### config.mk
export PLATFORM = sky130hd
export DESIGN_NAME = cpu65xx_alu_sequencer
export DESIGN_NICKNAME = d
export VERILOG_FILES = /design/src/rtl/cpu65xx_alu_sequencer_pkg.sv /design/src/rtl/cpu65xx_alu_sequencer_status_reg.sv /design/src/rtl/cpu65xx_alu_sequencer.sv
export SDC_FILE = /design/constraint.sdc
export NUM_CORES = 1
export LEC_CHECK = 0
export CAP_MARGIN = 10
export CORE_MARGIN = 5
export CORE_UTILIZATION = 40
export DETAILED_ROUTE_END_ITERATION = 7
export PLACE_DENSITY_LB_ADDON = 0.12
export SLEW_MARGIN = 20
export SYNTH_ARGS = -nofsm -noshare
export SYNTH_HDL_FRONTEND = slang
export SYNTH_HIERARCHICAL = 1
export SYNTH_SLANG_ARGS = --single-unit
### constraint.sdc
create_clock -name clk -period 1.4 [get_ports clk]
set_input_delay 0.14 -clock clk [delete_from_list [all_inputs] [get_ports clk]]
set_output_delay 0.14 -clock clk [all_outputs]
set_load 0.02 [all_outputs]
### src/rtl/cpu65xx_alu_sequencer_pkg.sv
// Shared constants for the 65xx ALU sequencer: ALU op/SOP codes, P bit positions,
// request kinds, reset value of P and sequencer state encodings (DEC_WAIT exists only with CPU65XX_CMOS_DECIMAL_CYCLE_EN).
package cpu65xx_alu_sequencer_pkg;

    localparam logic [3:0] ALU_OP_ADC   = 4'd0;
    localparam logic [3:0] ALU_OP_SBC   = 4'd1;
    localparam logic [3:0] ALU_OP_AND   = 4'd2;
    localparam logic [3:0] ALU_OP_ORA   = 4'd3;
    localparam logic [3:0] ALU_OP_EOR   = 4'd4;
    localparam logic [3:0] ALU_OP_CMP   = 4'd5;
    localparam logic [3:0] ALU_OP_SGL   = 4'd6;
    localparam logic [3:0] ALU_OP_ADD   = 4'd7;
    localparam logic [3:0] ALU_OP_FIXUP = 4'd8;

    localparam logic [2:0] ALU_SOP_TEST_N = 3'd0;
    localparam logic [2:0] ALU_SOP_TEST_V = 3'd1;
    localparam logic [2:0] ALU_SOP_TEST_Z = 3'd2;
    localparam logic [2:0] ALU_SOP_TEST_C = 3'd3;

    localparam int C_BIT_IN_P = 0;
    localparam int Z_BIT_IN_P = 1;
    localparam int D_BIT_IN_P = 3;
    localparam int V_BIT_IN_P = 6;
    localparam int N_BIT_IN_P = 7;

    localparam logic REQ_KIND_ALU    = 1'b0;
    localparam logic REQ_KIND_BRANCH = 1'b1;

    localparam logic [7:0] P_RESET_VALUE = 8'h24;

    typedef enum logic [2:0] {
        IDLE    = 3'd0,
        EXEC    = 3'd1,
        BR_TEST = 3'd2,
        BR_ADD  = 3'd3,
        BR_FIX  = 3'd4
`ifdef CPU65XX_CMOS_DECIMAL_CYCLE_EN
        ,
        DEC_WAIT = 3'd5
`endif
    } seqState_e;

    function automatic logic isDecimalOp(input logic [3:0] op);
        return (op == ALU_OP_ADC) || (op == ALU_OP_SBC);
    endfunction

endpackage

### src/rtl/cpu65xx_alu_sequencer_status_reg.sv
// Processor status register P: external loads override ALU flag updates, bit 5 always reads 1.
module cpu65xx_status_reg
    import cpu65xx_alu_sequencer_pkg::*;
(
    input  logic       clk_i,
    input  logic       reset_i,
    input  logic       pWrite_i,
    input  logic [7:0] pWriteData_i,
    input  logic       flagWrite_i,
    input  logic       negative_i,
    input  logic       zero_i,
    input  logic       carry_i,
    input  logic       overflow_i,
    output logic [7:0] p_o
);

    logic [7:0] p_q;
    logic [7:0] p_d;

    // An external load in the same cycle as an ALU flag update wins outright.
    always_comb begin
        p_d = p_q;
        if (pWrite_i) begin
            p_d = pWriteData_i;
        end else if (flagWrite_i) begin
            p_d[N_BIT_IN_P] = negative_i;
            p_d[V_BIT_IN_P] = overflow_i;
            p_d[Z_BIT_IN_P] = zero_i;
            p_d[C_BIT_IN_P] = carry_i;
        end
        p_d[5] = 1'b1;
    end

    always_ff @(posedge clk_i) begin
        if (reset_i) begin
            p_q <= P_RESET_VALUE;
        end else begin
            p_q <= p_d;
        end
    end

    assign p_o = p_q;

endmodule

### src/rtl/cpu65xx_alu_sequencer.sv
// Sequences ALU operations and relative branches through the 65xx ALU and owns P.
// Define CPU65XX_CMOS_DECIMAL_CYCLE_EN to add the 65C02 extra cycle for decimal ADC/SBC.
module cpu65xx_alu_sequencer
    import cpu65xx_alu_sequencer_pkg::*;
(
    input  logic        clk,
    input  logic        reset,
    input  logic        reqValid,
    output logic        reqReady,
    input  logic        reqKind,
    input  logic [3:0]  reqOperation,
    input  logic [2:0]  reqOpExtension,
    input  logic [7:0]  reqOperandA,
    input  logic [7:0]  reqOperandB,
    input  logic        reqUpdateFlags,
    input  logic        reqBranchOnSet,
    input  logic [15:0] reqPc,
    output logic [7:0]  aluOperandA,
    output logic [7:0]  aluOperandB,
    output logic        aluCarryIn,
    output logic        aluOverflowIn,
    output logic [3:0]  aluOperation,
    output logic [2:0]  aluOpExtension,
    output logic        aluDecimalMode,
    input  logic [7:0]  aluResult,
    input  logic        aluCarryOut,
    input  logic        aluZero,
    input  logic        aluNegative,
    input  logic        aluOverflowOut,
    input  logic        aluBranchCondition,
    output logic        rspValid,
    output logic [7:0]  rspResult,
    output logic [15:0] rspPc,
    output logic        rspTaken,
    output logic [7:0]  statusP,
    input  logic        pWrite,
    input  logic [7:0]  pWriteData
);

    seqState_e   state_q;
    logic [3:0]  op_q;
    logic [2:0]  ext_q;
    logic [7:0]  opA_q;
    logic [7:0]  opB_q;
    logic        upd_q;
    logic        onSet_q;
    logic [15:0] pc_q;
    logic        rspValid_q;
    logic [7:0]  rspResult_q;
    logic [15:0] rspPc_q;
    logic        rspTaken_q;
`ifdef CPU65XX_CMOS_DECIMAL_CYCLE_EN
    logic [7:0]  holdResult_q;
`endif

    cpu65xx_status_reg u_statusReg (
        .clk_i        (clk),
        .reset_i      (reset),
        .pWrite_i     (pWrite),
        .pWriteData_i (pWriteData),
        .flagWrite_i  ((state_q == EXEC) && upd_q),
        .negative_i   (aluNegative),
        .zero_i       (aluZero),
        .carry_i      (aluCarryOut),
        .overflow_i   (aluOverflowOut),
        .p_o          (statusP)
    );

    // ALU inputs are decoded from the current state and the registered request.
    always_comb begin
        aluOperation   = ALU_OP_SGL;
        aluOpExtension = 3'd0;
        aluOperandA    = 8'h00;
        aluOperandB    = 8'h00;
        unique case (state_q)
            EXEC: begin
                aluOperation   = op_q;
                aluOpExtension = ext_q;
                aluOperandA    = opA_q;
                aluOperandB    = opB_q;
            end
            BR_TEST: begin
                aluOpExtension = ext_q;
                aluOperandA    = statusP;
            end
            BR_ADD: begin
                aluOperation = ALU_OP_ADD;
                aluOperandA  = pc_q[7:0];
                aluOperandB  = opB_q;
            end
            BR_FIX: begin
                aluOperation = ALU_OP_FIXUP;
                aluOperandA  = pc_q[15:8];
                aluOperandB  = opB_q;
            end
            default: ;
        endcase
    end

    assign aluCarryIn     = statusP[C_BIT_IN_P];
    assign aluOverflowIn  = statusP[V_BIT_IN_P];
    assign aluDecimalMode = statusP[D_BIT_IN_P] && isDecimalOp(aluOperation);
    assign reqReady       = (state_q == IDLE);

    // Page cross in BR_ADD: carry out disagrees with the sign of the offset.
    always_ff @(posedge clk) begin
        if (reset) begin
            state_q     <= IDLE;
            op_q        <= 4'd0;
            ext_q       <= 3'd0;
            opA_q       <= 8'h00;
            opB_q       <= 8'h00;
            upd_q       <= 1'b0;
            onSet_q     <= 1'b0;
            pc_q        <= 16'h0000;
            rspValid_q  <= 1'b0;
            rspResult_q <= 8'h00;
            rspPc_q     <= 16'h0000;
            rspTaken_q  <= 1'b0;
`ifdef CPU65XX_CMOS_DECIMAL_CYCLE_EN
            holdResult_q <= 8'h00;
`endif
        end else begin
            rspValid_q <= 1'b0;
            unique case (state_q)
                IDLE: begin
                    if (reqValid) begin
                        op_q    <= reqOperation;
                        ext_q   <= reqOpExtension;
                        opA_q   <= reqOperandA;
                        opB_q   <= reqOperandB;
                        upd_q   <= reqUpdateFlags;
                        onSet_q <= reqBranchOnSet;
                        pc_q    <= reqPc;
                        state_q <= (reqKind == REQ_KIND_BRANCH) ? BR_TEST : EXEC;
                    end
                end
                EXEC: begin
`ifdef CPU65XX_CMOS_DECIMAL_CYCLE_EN
                    if (isDecimalOp(op_q) && statusP[D_BIT_IN_P]) begin
                        holdResult_q <= aluResult;
                        state_q      <= DEC_WAIT;
                    end else begin
                        rspValid_q  <= 1'b1;
                        rspResult_q <= aluResult;
                        state_q     <= IDLE;
                    end
`else
                    rspValid_q  <= 1'b1;
                    rspResult_q <= aluResult;
                    state_q     <= IDLE;
`endif
                end
`ifdef CPU65XX_CMOS_DECIMAL_CYCLE_EN
                DEC_WAIT: begin
                    rspValid_q  <= 1'b1;
                    rspResult_q <= holdResult_q;
                    state_q     <= IDLE;
                end
`endif
                BR_TEST: begin
                    if (aluBranchCondition == onSet_q) begin
                        state_q <= BR_ADD;
                    end else begin
                        rspValid_q <= 1'b1;
                        rspPc_q    <= pc_q;
                        rspTaken_q <= 1'b0;
                        state_q    <= IDLE;
                    end
                end
                BR_ADD: begin
                    pc_q[7:0] <= aluResult;
                    if (aluBranchCondition ^ opB_q[7]) begin
                        state_q <= BR_FIX;
                    end else begin
                        rspValid_q <= 1'b1;
                        rspPc_q    <= {pc_q[15:8], aluResult};
                        rspTaken_q <= 1'b1;
                        state_q    <= IDLE;
                    end
                end
                BR_FIX: begin
                    rspValid_q <= 1'b1;
                    rspPc_q    <= {aluResult, pc_q[7:0]};
                    rspTaken_q <= 1'b1;
                    state_q    <= IDLE;
                end
                default: state_q <= IDLE;
            endcase
        end
    end

    assign rspValid  = rspValid_q;
    assign rspResult = rspResult_q;
    assign rspPc     = rspPc_q;
    assign rspTaken  = rspTaken_q;

endmodule

==> metrics.md, run 1 <==
| Metric | Value |
|---|---|
| Status | finished, violations left |
| Failing checks | setup timing |
| H-tree levels | 3 |
| Hpwl dp | 8.32 mm |
| Simple-gate share of the synthesized area | 19.8% |
| Synth Area in Adders | 0% |
| Via density | 5.31 |
| Port bufs | 125 |
| Clk pin slew, worst setup/hold paths | 100 ps |
| Multiplexer share of the synthesized area | 7.42% |
| Critical Path Source Type | flop |
| Congestion Overflow GR | 0 |
| Clk root buf | clkbuf_8 |
| Synth cell types | 38 |
| Crit path cell chain | and2b_2 -> buf_4 -> o21ai_4 -> nor4b_4 -> buf_4 |
| Fraction of registers with async set/reset | 0% |
| Dominant synthesized flop cell | dfxtp_1 |
| CTS Buf Count | 9 |
| Post-route clock period utilization | 131% |
| Peak Freq | 543 MHz |
| Antenna violations before repair | 0 |
| NumNets Final | 659 |
| Finished Layout Cells | 705 |
| Slowest stage cell, crit path | dfxtp_4 |
| Starting Density | 40.6% |
| Leak | 2.50 nW |
| First-pass GRT wire length | 18.9 mm |
| Worst Hold Slack | 297 ps |
| Die area | 10,700 um2 |
| Post-synth EDFFs | 0 |
| Setup TNS | -26,860 ps |
| Bufs on Longest Clock Path | 2 |
| Max incr delay on CP | 380 ps |
| Yosys top cell by area | dfxtp_1 |
| Placer Congestion | 0.834 |
| Worst-Skew Late Latency | 370 ps |
| Most common cell on crit path | buf_4 |
| CP endpoint kind | output port |
| Maxcap violations | 0 |
| Drt wl/cell | 19.2 um |
| Synthesized area per cell | 8.58 um2 |
| Synth top cells by count | nand2_1 (84), dfxtp_1 (77), a21oi_1 (45), nor2_1 (37), mux2i_1 (26) |
| Via Count | 3,743 |
| Count leader, synth | nand2_1 |
| Hold/Removal Path Class | in -> reg |
| Top-area cell type share of the netlist area | 43.9% |
| Placed cells | 663 |
| Antenna viol nets, final | 0 |
| CP Max Fanout | 5 |
| Synth Area in Compound Gates | 22.0% |
| DRT iter0 DRCs | 216 |
| Core ar. | 8640 um2 |
| Synth Instances | 409 |
| # hold bufs at CTS | 0 |
| Worst Setup Path Type | reg -> out |
| Main combinational cell family by area after synthesis | compound AO/OA/AOI/OAI gates |
| # diodes | 0 |
| TritonRoute pass-1 iters | 4 |
| Max rail drop VDD | 0.000542 V |
| WL final | 13.5 mm |
| Utilization after layout | 73.9% |
| Die width | 104 um |
| Minimum clock period | 1840 ps |
| Fin worst setup slack | -440 ps |
| CTS tree | built |
| CP arrival | 1700 ps |
| I/O Pins | 128 |
| Area Overhead vs Synth | 82.0% |
| Die Y | 104 um |
| Cell Rows | 34 |
| Clock Sink Count | 77 |
| Final Hold Fails | 0 |
| PwrDens | 887 nW/um2 |
| Total GRT Usage | 21.6% |
| RSZ-0062 raised after global routing | true |
| Req. time, crit path | 1260 ps |
| XOR/XNOR Fraction of Synth Area | 0.749% |
| Top cells by area, synth | dfxtp_1 (44%), nand2_1 (9.0%), mux2i_1 (7.4%) |
| Syn nets | 476 |
| Seq/Total Area, Yosys | 43.9% |
| Post-Syn Area | 3510 um2 |
| Slew headroom | 52.5% |
| Clock Skews | 16.4 ps |
| Remaining DRCs | 0 |
| Largest net degree at the start of global routing | 27 |
| Yosys warning count | 6 |
| Worst slew pin tran | 713 ps |
| Vias in the first global route | 3,655 |
| Layout cell share with drive strength beyond 1 | 43.4% |
| Final setup viols | 95 |
| #FFs+latches synth | 77 |
| Slew Viols, Final | 0 |
[sequential cells by signal, indices dropped and copies added (netlist names)]
| name | flops |
|---|---|
| upd_q | 1 |
| op_q | 4 |
| u_statusReg/p_o | 7 |
| rspResult | 8 |
| rspValid | 1 |
| opB_q | 8 |
| rspTaken | 1 |
| pc_q | 16 |
| rspPc | 16 |
| ext_q | 3 |
| state_q | 3 |
| onSet_q | 1 |
| opA_q | 8 |
[layout by cell type (no fill, tap or decap), drive strengths merged, types with 2 or more instances in the layout]
master,count
nor3,4
clkinvlp,3
a21oi,45
inv,5
o22ai,8
dlygate4sd2,34
nor2b,15
a311oi,4
buf,101
a22oi,9
o21ai,11
nor2,37
mux2i,26
xnor2,2
clkdlybuf4s50,64
clkbuf,15
nand2,85
a211oi,24
dfxtp,77
nand2b,2
o21bai,4
or2,2
and2,4
nor3b,2
[where the power goes]
part           switching, W  internal [W]
registers          0.000119       0.00233
logic              0.000770      0.000829
clock network      0.000951      0.000665
[stage by stage]
stage | total power [W] | setup slack [ps] | area, um2
3_5_place_dp | 0.00366 | -543 | 5280
2_1_floorplan | 0.00306 | -141 | 3650
3_3_place_gp | 0.00364 | -482 | 5280
4_1_cts | 0.00533 | -410 | 5710
6_report | 0.00566 | -440 | 6380
5_1_grt | 0.00586 | -469 | 6380
[repair_timing]
| item | CTS | global route |
|---|---|---|
| gates resized for setup | 217 | 127 |
| gates cloned | 2 | 8 |
| buffers inserted | 9 | 9 |
| pin swaps | 11 | 24 |
| setup endpoints to repair | 130 | 97 |
[layout make-up]
class	instances	area, um2
clock buffer	9	124
clock inverter	7	56.3
fill	611	2250
inverter	2	7.51
multi-input combinational	296	2350
sequential	77	1550
tap	108	135
timing repair buffer	206	2160
[critical path, delay by kind of cell (launching register included)]
family | cells | cell delay [ps]
simple gates | 2 | 540
buf+inv | 2 | 330
compound gates | 1 | 70
flops | 1 | 380
[cell families after synthesis]
kind of cell,after synthesis
AOI/OAI and AO/OA,109
xor gates and xnor gates,3
muxes,26
DFF,77
buffers and inverters,37
and+or+nand+nor,156
other,1
[per-layer routing]
metal  vias to the layer above  share of wire (%)  track usage (%)
met5                         -                  0                0
met4                         0                2.1             7.31
met3                        23                6.0             5.72
met2                       126                 50             35.5
met1                      1816                 42             27.3
li1                       1778                  -                -
[worst paths after layout]
check	from	to	slack (ps)	cells past startpoint
worst max-delay path	state_q[0]$_SDFFE_PP0P_	aluDecimalMode	-440	5
worst min-delay path	reset	rspTaken$_SDFFE_PP0P_	300	2
worst max register to register	state_q[0]$_SDFFE_PP0P_	pc_q[4]$_SDFFE_PP0P_	-380	9
worst min register to register	opB_q[5]$_SDFFE_PP0P_	opB_q[5]$_SDFFE_PP0P_	460	2
No activity file was read; power rests on OpenSTA's default activity.
==> inputs of run 2 (changes only) <==
--- a/config.mk
+++ b/config.mk
@@ -7,9 +7,11 @@
 export LEC_CHECK = 0
 export CAP_MARGIN = 10
 export CORE_MARGIN = 5
-export CORE_UTILIZATION = 40
+export CORE_UTILIZATION = 42
+export CTS_BUF_LIST = sky130_fd_sc_hd__clkbuf_8
 export DETAILED_ROUTE_END_ITERATION = 7
 export PLACE_DENSITY_LB_ADDON = 0.12
+export SETUP_SLACK_MARGIN = 0.05
 export SLEW_MARGIN = 20
 export SYNTH_ARGS = -nofsm -noshare
 export SYNTH_HDL_FRONTEND = slang
==> run 2 against run 1 <==
Compared with the run above:
- the run still ends with setup timing left
- core utilization grew 15 points
- via count grew 14%
- global-route usage rose by 6.8 points
- first-iteration DRC count up 32%
- clock-buffer cell count increased by 1
- combinational power up 27%
- setup slack got worse by 60 ps
- critical path depth is 1 higher
- sequential cell count stayed put
- critical path type unchanged
- critical endpoint is now aluOperandB[4]
==> metrics.md, run 2 (synthesized netlist as in run 1, its figures left out) <==
| Metric | Value |
|---|---|
| Status | finished, violations left |
| Failing checks | setup timing |
| H-tree levels | 3 (unchanged) |
| Final Hold Fails | 0 (unchanged) |
| Min-delay src | reset |
| Crit path cell chain | buf_8 -> nor3b_4 -> nor2_4 -> buf_4 -> nor2b_1 -> buf_4 |
| CP endpoint kind | output port |
| Pint | 0.00423 W (+11%) |
| # hold bufs at CTS | 0 (unchanged) |
| Clock Sink Count | 77 (unchanged) |
| RSZ-0062 raised after global routing | true |
| WHS Endpoint | opA_q[1]$_SDFFE_PP0P_ |
| Overall power | 0.00637 W (+13%) |
| Bufs on Longest Clock Path | 2 (unchanged) |
| Clock power frac | 29.0% (+0.5 points) |
| Most common cell on crit path | buf_4 |
| DRT iter0 DRCs | 286 (+32%) |
| First-pass GRT wire length | 22.4 mm (+18%) |
| Clk root buf | clkbuf_8 |
| Port bufs | 125 (unchanged) |
| Hpwl dp | 8.21 mm (-1.4%) |
| Area after DPL | 5290 um2 (about the same) |
| Clock Skews | 14.6 ps (-1.78 ps) |
| Drt wl/cell | 25.3 um (+32%) |
| Critical Path Source Type | flop |
| Minimum clock period | 1900 ps (+59.6 ps) |
| Die width | 101 um (-2.2%) |
| Congestion Overflow GR | 0 (unchanged) |
| Die area | 10,300 um2 (-4.3%) |
| Core ar. | 8180 um2 (-5.3%) |
| Worst slew pin tran | 537 ps (-176 ps) |
| Req. time, crit path | 1260 ps (about the same) |
| Logic pwr share | 31.8% (+3.6 points) |
| Cell Rows | 33 (-2.9%) |
| CP arrival | 1760 ps (+60 ps) |
| Delay-heaviest family, CP | simple AND/OR/NAND/NOR gates |
| Peak Freq | 526 MHz (-3.1%) |
| PwrDens | 875 nW/um2 (-1.3%) |
| CP Max Fanout | 11 (+6) |
| Commonest non-fill, non-tap cell in the layout | dfxtp_1 |
| Worst Setup Path Type | reg -> out |
| Via Count | 4,257 (+14%) |
| Area Overhead vs Synth | 108% |
| Net Sw Frac | 33.6% (+1.1 points) |
| Largest net degree at the start of global routing | 24 (-11%) |
| Reg2reg end | opB_q[2]$_SDFFE_PP0P_ |
| Total GRT Usage | 28.4% (+6.8 points) |
| Max rail drop VDD | 0.000818 V (+51%) |
| Via density | 5.95 (+12%) |
| CTS Buf Count | 9 (unchanged) |
| Clk pin slew, worst setup/hold paths | 90 ps (about the same) |
| CTS tree | built |
| WL final | 18.1 mm (+33%) |
| Remaining DRCs | 0 (unchanged) |
| I/O Pins | 128 (unchanged) |
| Slowest stage cell, crit path | dfxtp_4 |
| NumNets Final | 672 (+2.0%) |
| Hold/Removal Path Class | in -> reg |
| Max incr delay on CP | 370 ps (about the same) |
| Vias in the first global route | 4,212 (+15%) |
| Most frequent cells in the layout | dfxtp_1 (72), clkdlybuf4s50_1 (63), nand2_4 (54) |
| Antenna viol nets, final | 0 (unchanged) |
| # diodes | 0 (unchanged) |
| WP buf/inv | 3 (+1) |
| Layout cell share with drive strength beyond 1 | 59.7% (+16 points) |
| Slew headroom | 64.2% (+12 points) |
| Slew Viols, Final | 0 (unchanged) |
| Maxcap violations | 0 (unchanged) |
| Die Y | 101 um (-2.2%) |
| Worst reg-to-reg setup slack | -440 ps (-60 ps) |
| Sequential share of power | 39.1% (-4.1 points) |
| Final Cell Area | 7280 um2 (+14%) |
| Worst hold stages | 2 (unchanged) |
| TritonRoute pass-1 iters | 4 (unchanged) |
| Setup TNS | -32,570 ps (-5710 ps) |
| Post-route clock period utilization | 136% (+4.3 points) |
| Placer Congestion | 0.876 (+5.1%) |
| Crit Reg-Reg Startpoint | state_q[1]$_SDFFE_PP0P_ |
| Worst-Skew Late Latency | 370 ps (about the same) |
| Starting Density | 42.9% (+2.3 points) |
| Final setup viols | 96 (+1.1%) |
| Antenna violations before repair | 0 (unchanged) |
| Fin worst setup slack | -500 ps (-59.6 ps) |
| Net Switching | 0.00214 W (+16%) |
| Worst r2r path cells | 9 (unchanged) |
| Leak | 3.01 nW (+21%) |
[run 2: cell types whose count changed in the layout (fill, tap and decap cells not counted), moves of 6 or more]
| cell | previous run | this run |
|---|---|---|
| buf_6 | 31 | 41 |
| a21oi_2 | 13 | 41 |
| buf_16 | 2 | 11 |
| nand2_4 | 1 | 54 |
| nand2_1 | 60 | 9 |
| nor2_4 | 17 | 23 |
| a21oi_1 | 32 | 4 |
[run 2: layout make-up]
class / count / area (um2)
clock inverters: 6 / 70.1
fillers: 298 / 893
clock buffers: 10 / 138
inverters: 2 / 11.3
well taps: 105 / 131
multi-input cells: 295 / 2930
repair buffers: 220 / 2450
flip-flops and latches: 77 / 1560
[run 2: power groups by stage]
| stage | sequential, W | combinational [W] | clock [W] |
|---|---|---|---|
| floorplan | 0.00251 | 0.000563 | 0 |
| global placement | 0.00247 | 0.00117 | 0 |
| detailed placement | 0.00247 | 0.00119 | 0 |
| CTS | 0.00244 | 0.00167 | 0.00180 |
| global route | 0.00250 | 0.00210 | 0.00195 |
| finish | 0.00249 | 0.00203 | 0.00185 |
[run 2: layer usage]
metal,GRT usage (%),share of wire [%],vias up
met5,0,0,-
met4,13.8,7.0,0
met3,7.23,7.8,91
met2,49.2,49,287
met1,32.5,36,2076
li1,-,-,1803
[run 2: stage by stage]
| step | utilization [%] | hold WS (ps) | cells | setup slack (ps) |
|---|---|---|---|---|
| after CTS | 80.3 | 228 | 708 | -407 |
| after floorplan | - | 212 | 409 | -141 |
| after global placement | 64.7 | 439 | 661 | -447 |
| after detailed placement | 64.7 | 442 | 661 | -547 |
| after global routing | 89.1 | 254 | 715 | -545 |
| final | 89.1 | 258 | 715 | -500 |
[run 2: worst max-delay path by stage]
stage,startpoint,end,slack [ps],cells after the start
after global placement,state_q[0]$_SDFFE_PP0P_,aluDecimalMode,-450,5
after detailed placement,state_q[0]$_SDFFE_PP0P_,aluOperandB[7],-550,5
final,state_q[0]$_SDFFE_PP0P_,aluOperandB[4],-500,6
after floorplan,state_q[0]$_SDFFE_PP0P_,rspPc[1]$_SDFFE_PP0P_,-140,7
after global routing,state_q[0]$_SDFFE_PP0P_,aluOperandB[4],-550,6
after CTS,state_q[0]$_SDFFE_PP0P_,aluDecimalMode,-410,5
[run 2: worst register-to-register path: cells and delay by family, from the launching register on]
| kind | cells | cell delay [ps] |
|---|---|---|
| and+or+nand+nor | 3 | 430 |
| buffers and inverters | 5 | 750 |
| AOI/OAI and AO/OA | 1 | 150 |
| DFF | 1 | 420 |
[run 2: repair_timing]
| item | in CTS | in global routing |
|---|---|---|
| gates cloned | 12 | 1 |
| pin swaps | 71 | 77 |
| setup endpoints to repair | 130 | 101 |
| hold endpoints to repair | 0 | 0 |
| setup buffers | 20 | 14 |
| resized for setup | 357 | 176 |
